## config.mk

```make
export PLATFORM = sky130hd
export DESIGN_NAME = maq_bcd_modn
export DESIGN_NICKNAME = d
export VERILOG_FILES = /design/src/rtl/maq_bcd_modn.sv
export SDC_FILE = /design/constraint.sdc
export NUM_CORES = 1
export LEC_CHECK = 0
export ABC_AREA = 1
export BUFFER_PORTS_ARGS = -buffer_cell sky130_fd_sc_hd__buf_2
export CAP_MARGIN = 10
export CORE_MARGIN = 5
export CORE_UTILIZATION = 56
export DETAILED_ROUTE_END_ITERATION = 10
export PLACE_DENSITY_LB_ADDON = 0.1
export REMOVE_ABC_BUFFERS = 1
export SLEW_MARGIN = 20
export SYNTH_ARGS = -nofsm -noshare
export SYNTH_HDL_FRONTEND = slang
export SYNTH_SLANG_ARGS = --single-unit
```

## constraint.sdc

```tcl
create_clock -name maqs_clock -period 2.2 [get_ports maqs_clock]
set_input_delay 0.55 -clock maqs_clock [delete_from_list [all_inputs] [get_ports maqs_clock]]
set_output_delay 0.55 -clock maqs_clock [all_outputs]
set_load 0.02 [all_outputs]
```

## src/rtl/maq_bcd_modn.sv

```systemverilog
// Two-digit BCD modulo-N counter with up/down count, clear, validated load,
// a registered wrap pulse and a combinational terminal-count output.
module maq_bcd_modn #(
    parameter int MODULO = 60,
    parameter int MSD_W  = 3
) (
    input  logic             maqs_clock,
    input  logic             maqs_reset,
    input  logic             maqs_clear,
    input  logic             maqs_enable,
    input  logic             maqs_up,
    input  logic             maqs_load,
    input  logic [3:0]       maqs_ld_lsd,
    input  logic [MSD_W-1:0] maqs_ld_msd,
    output logic [3:0]       maqs_Lsd,
    output logic [MSD_W-1:0] maqs_Msd,
    output logic             maqs_wrap,
    output logic             maqs_tc,
    output logic             maqs_load_err
);

    localparam logic [MSD_W-1:0] MAX_MSD = MSD_W'((MODULO - 1) / 10);
    localparam logic [3:0]       MAX_LSD = 4'((MODULO - 1) % 10);
    localparam logic [MSD_W-1:0] MSD_ONE = MSD_W'(1);

    logic [3:0]       lsd_q, lsd_d;
    logic [MSD_W-1:0] msd_q, msd_d;
    logic             wrap_q, wrap_d;
    logic             lerr_q, lerr_d;
    logic             at_max, at_zero, ld_ok;

    assign at_max  = (msd_q == MAX_MSD) && (lsd_q == MAX_LSD);
    assign at_zero = (msd_q == '0) && (lsd_q == 4'd0);

    // Tens digit below the top digit admits any units digit; at the top digit
    // the units digit is bounded by the terminal value.
    assign ld_ok = (maqs_ld_lsd <= 4'd9) &&
                   ((maqs_ld_msd < MAX_MSD) ||
                    ((maqs_ld_msd == MAX_MSD) && (maqs_ld_lsd <= MAX_LSD)));

    always_comb begin
        lsd_d  = lsd_q;
        msd_d  = msd_q;
        wrap_d = 1'b0;
        lerr_d = 1'b0;
        if (maqs_clear) begin
            lsd_d = 4'd0;
            msd_d = '0;
        end else if (maqs_load) begin
            if (ld_ok) begin
                lsd_d = maqs_ld_lsd;
                msd_d = maqs_ld_msd;
            end else begin
                lerr_d = 1'b1;
            end
        end else if (maqs_enable) begin
            if (maqs_up) begin
                if (at_max) begin
                    lsd_d  = 4'd0;
                    msd_d  = '0;
                    wrap_d = 1'b1;
                end else if (lsd_q == 4'd9) begin
                    lsd_d = 4'd0;
                    msd_d = msd_q + MSD_ONE;
                end else begin
                    lsd_d = lsd_q + 4'd1;
                end
            end else begin
                if (at_zero) begin
                    lsd_d  = MAX_LSD;
                    msd_d  = MAX_MSD;
                    wrap_d = 1'b1;
                end else if (lsd_q == 4'd0) begin
                    lsd_d = 4'd9;
                    msd_d = msd_q - MSD_ONE;
                end else begin
                    lsd_d = lsd_q - 4'd1;
                end
            end
        end
    end

    always_ff @(posedge maqs_clock or negedge maqs_reset) begin
        if (!maqs_reset) begin
            lsd_q  <= 4'd0;
            msd_q  <= '0;
            wrap_q <= 1'b0;
            lerr_q <= 1'b0;
        end else begin
            lsd_q  <= lsd_d;
            msd_q  <= msd_d;
            wrap_q <= wrap_d;
            lerr_q <= lerr_d;
        end
    end

    assign maqs_Lsd      = lsd_q;
    assign maqs_Msd      = msd_q;
    assign maqs_wrap     = wrap_q;
    assign maqs_load_err = lerr_q;
    assign maqs_tc       = maqs_enable & (maqs_up ? at_max : at_zero);

endmodule
```

==> reports/metrics.csv <==
metric,value,unit
outcome,completed,
grt_first_pass_wirelength,3.39,mm
synth-async-reset-ratio,100,%
cts_htree_levels,1,
drt_pre_antenna_iters,4,
ys_top_cells_by_area,"sky130_fd_sc_hd__dfrtp_1, sky130_fd_sc_hd__nand2_1, sky130_fd_sc_hd__ha_1",
sequential_area_share_after_synthesis,24.3,%
postPlaceCellArea,1040,um2
fp.coreArea,1540,um2
final.period_utilization,96.7,%
crit_path_max_fanout,6,
placement.io_buffers,22,
dr_vias,933,
floorplan.die.height,50.7,um
antenna_found_initial,0,
post_synth_num_cell_types,22,
post_cts_hold_buffer_count,0,
initial_utilization,60.2,%
required,1.65,ns
synth_most_common_cell,sky130_fd_sc_hd__nand2_1,
final_antenna_net_count,0,
hold_slack_final,0.124,ns
postSynthRegisterBits,9,
path_buf_inv,3,
cts-buffers-inserted,3,
route.detailed.drc,0,
synthFlopType,sky130_fd_sc_hd__dfrtp_1,
cts_num_sinks,9,
crit_path_cell_trace,inv_2 -> ha_4 -> nand2_1 -> nor2_2 -> nand2_2 -> nand2_1 -> nand3_1 -> inv_1 -> buf_4,
layout-area-overhead-vs-synth,21.7,%
max_stage_delay,0.39,ns
yosysTopAreaCell,sky130_fd_sc_hd__dfrtp_1,
max_slew_margin,76.3,%
postLayoutCellArea,1130,um2
floorplan.die_area,2570,um2
switching_share,44.0,%
irDropWorstVdd,0.000524,V
fin_worst_skew,0.00728,ns
power_per_cell_area,624,nW/um2
power.net_switching,0.310,mW
finalSetupViolations,0,
grt_use_total,15.9,%
synth_largest_type_area_fraction,24.3,%
power_frac_clock,18.5,%
routed_via_density,5.18,
worst_path_dominant_cell_family,simple AND/OR/NAND/NOR gates,
cp_slowest_cell,sky130_fd_sc_hd__dfrtp_1,
finalNonFillerCells,180,
drt_iter0_markers,19,
worstSkewPairLatency,0.26,ns
post_route_cells_drive_above_1_share,33.5,%
number_of_flops_mapped_to_enable_cells_by_yosys,0,
clockBufferDepth,2,
cp.arrival,1.58,ns
finish.net_count,186,
post-layout-total-power,0.705,mW
comb_power_share,48.3,%
gpl.final_weighted_congestion,0.897,
n_antenna_cell,0,
yosys_warnings,0,
maxSlewViolCount,0,
synthesis.area,928,um2
clockRootBuffer,sky130_fd_sc_hd__clkbuf_4,
leakage,0.632,nW
final_util,73.3,%
worst_hold_path_type,input port to async pin,
critPathKind,flip-flop to primary output,
tritoncts,yes,
endpoint_type_of_the_worst_setup_path,primary output,
syn_inst,135,
synth_commonest_cells,"sky130_fd_sc_hd__nand2_1, sky130_fd_sc_hd__inv_1, sky130_fd_sc_hd__nor2_1",
syn_avg_cell_area,6.88,um2
global_route.overflow_total,0,
worst_setup_path_start_kind,flip-flop,
pin_slew_with_the_least_headroom_to_its_limit,0.356,ns
maxClockFrequency,470,MHz
rows,14,
avgRoutedWirePerCell,11.8,um
dp_hpwl,1.59,mm
die_w,50.7,um
cellInternalPower,0.395,mW
final_period_minus_worst_setup_slack,2.13,ns
via_count_of_the_first_global_routing_pass,784,
share_seq_of_total_power,33.3,%
postRouteWirelength,2.12,mm
pin_count,23,
path_common_cell,sky130_fd_sc_hd__nand2_1,
clock_slew_at_the_register_clock_pins_of_the_worst_setup_and_hold_paths,0.07,ns
dp.cells,171,
maxCapViolCount,0,
hold_violations,0,
pin_count_of_the_biggest_net_entering_global_routing,11,
## final timing paths
kind	startpoint	end	slack, ns	depth (start not counted)
setup / recovery	maqs_Lsd[1]$_DFFE_PN0P_	maqs_tc	0.07	9
hold / removal	maqs_reset	maqs_Lsd[3]$_DFFE_PN0P_	0.12	1
hold reg to reg	maqs_Msd[1]$_DFFE_PN0P_	maqs_Msd[1]$_DFFE_PN0P_	0.59	2
setup reg to reg	maqs_Lsd[0]$_DFFE_PN0P_	maqs_Msd[1]$_DFFE_PN0P_	0.65	9
max in group asynchronous	maqs_reset	maqs_Msd[0]$_DFFE_PN0P_	1.87	1
min in group maqs_clock	maqs_enable	maqs_wrap$_DFF_PN0_	0.57	3
## metrics by stage
| stage | worst slack, ns | setup TNS (ns) |
|---|---|---|
| 2_1_floorplan | 0.277 | 0 |
| 3_3_place_gp | 0.272 | 0 |
| 3_5_place_dp | 0.223 | 0 |
| 4_1_cts | 0.00248 | 0 |
| 5_1_grt | -0.0125 | -0.0125 |
| 6_report | 0.0733 | 0 |
## area by class of cell
type	count	area (um2)
multi-input combinational	102	622
fill	120	412
sequential	9	228
timing repair buffer	27	150
inverter	22	82.6
clock buffer	3	22.5
tap	16	20.0
clock inverter	1	5.00
## sequential cells by signal, summed over array words and instances (netlist names)
register / flops
maqs_wrap: 1
maqs_Msd: 3
maqs_Lsd: 4
maqs_load_err: 1
## power by group through the flow
stage / logic [mW] / clock network, mW / registers (mW)
after floorplan: 0.190 / 0 / 0.258
after global placement: 0.300 / 0 / 0.235
after detailed placement: 0.303 / 0 / 0.235
after CTS: 0.311 / 0.133 / 0.231
after global routing: 0.381 / 0.138 / 0.240
final: 0.340 / 0.130 / 0.235
## repair_timing
| item | in CTS | in global routing |
|---|---|---|
| endpoints found under the setup margin | 1 | 1 |
| pin swaps | 0 | 2 |
| resized for setup | 1 | 10 |
| hold endpoints to repair | 0 | 0 |
| setup buffers | 1 | 4 |
## metal layers
metal,track usage (%),wire length (um),up-vias
li1,-,-,483
met1,24.0,1000,407
met2,24.6,950,39
met3,2.37,160,4
met4,1.28,10,0
met5,0,0,-
## cell usage in the layout (no fill, tap or decap)
master	netlist	layout
sky130_fd_sc_hd__clkbuf_4	0	3
sky130_fd_sc_hd__clkinv_2	0	1
sky130_fd_sc_hd__nand2_2	3	4
sky130_fd_sc_hd__ha_1	8	7
sky130_fd_sc_hd__dfrtp_2	0	2
sky130_fd_sc_hd__dfrtp_1	9	7
sky130_fd_sc_hd__nand4_1	2	2
sky130_fd_sc_hd__nand3_2	1	1
sky130_fd_sc_hd__a21boi_1	3	3
sky130_fd_sc_hd__nor2_8	1	1
sky130_fd_sc_hd__nor2_2	1	2
sky130_fd_sc_hd__nand3_4	2	2
sky130_fd_sc_hd__nor2_4	2	2
sky130_fd_sc_hd__nor2_1	18	17
sky130_fd_sc_hd__a21oi_1	11	11
sky130_fd_sc_hd__buf_2	0	21
sky130_fd_sc_hd__nand2_1	27	26
sky130_fd_sc_hd__inv_2	3	7
sky130_fd_sc_hd__inv_1	19	15
sky130_fd_sc_hd__a21oi_2	1	1
sky130_fd_sc_hd__nand2_4	1	1
sky130_fd_sc_hd__buf_4	0	6
sky130_fd_sc_hd__ha_4	0	1
sky130_fd_sc_hd__xnor2_1	2	2
sky130_fd_sc_hd__nand3_1	15	15
sky130_fd_sc_hd__o21ai_0	4	4
## logic make-up (layout without fill, tap and decap cells)
logic type	after synthesis	in the layout	synth area share (%)
flip-flops	9	9	24.3
adder cells (fa/ha/maj)	8	8	10.8
buffers and inverters	24	53	10.6
AND/OR/NAND/NOR	73	73	41.0
XOR/XNOR	2	2	1.89
AO/OA/AOI/OAI	19	19	11.5
Note: power is estimated with default switching activity, not from simulation.
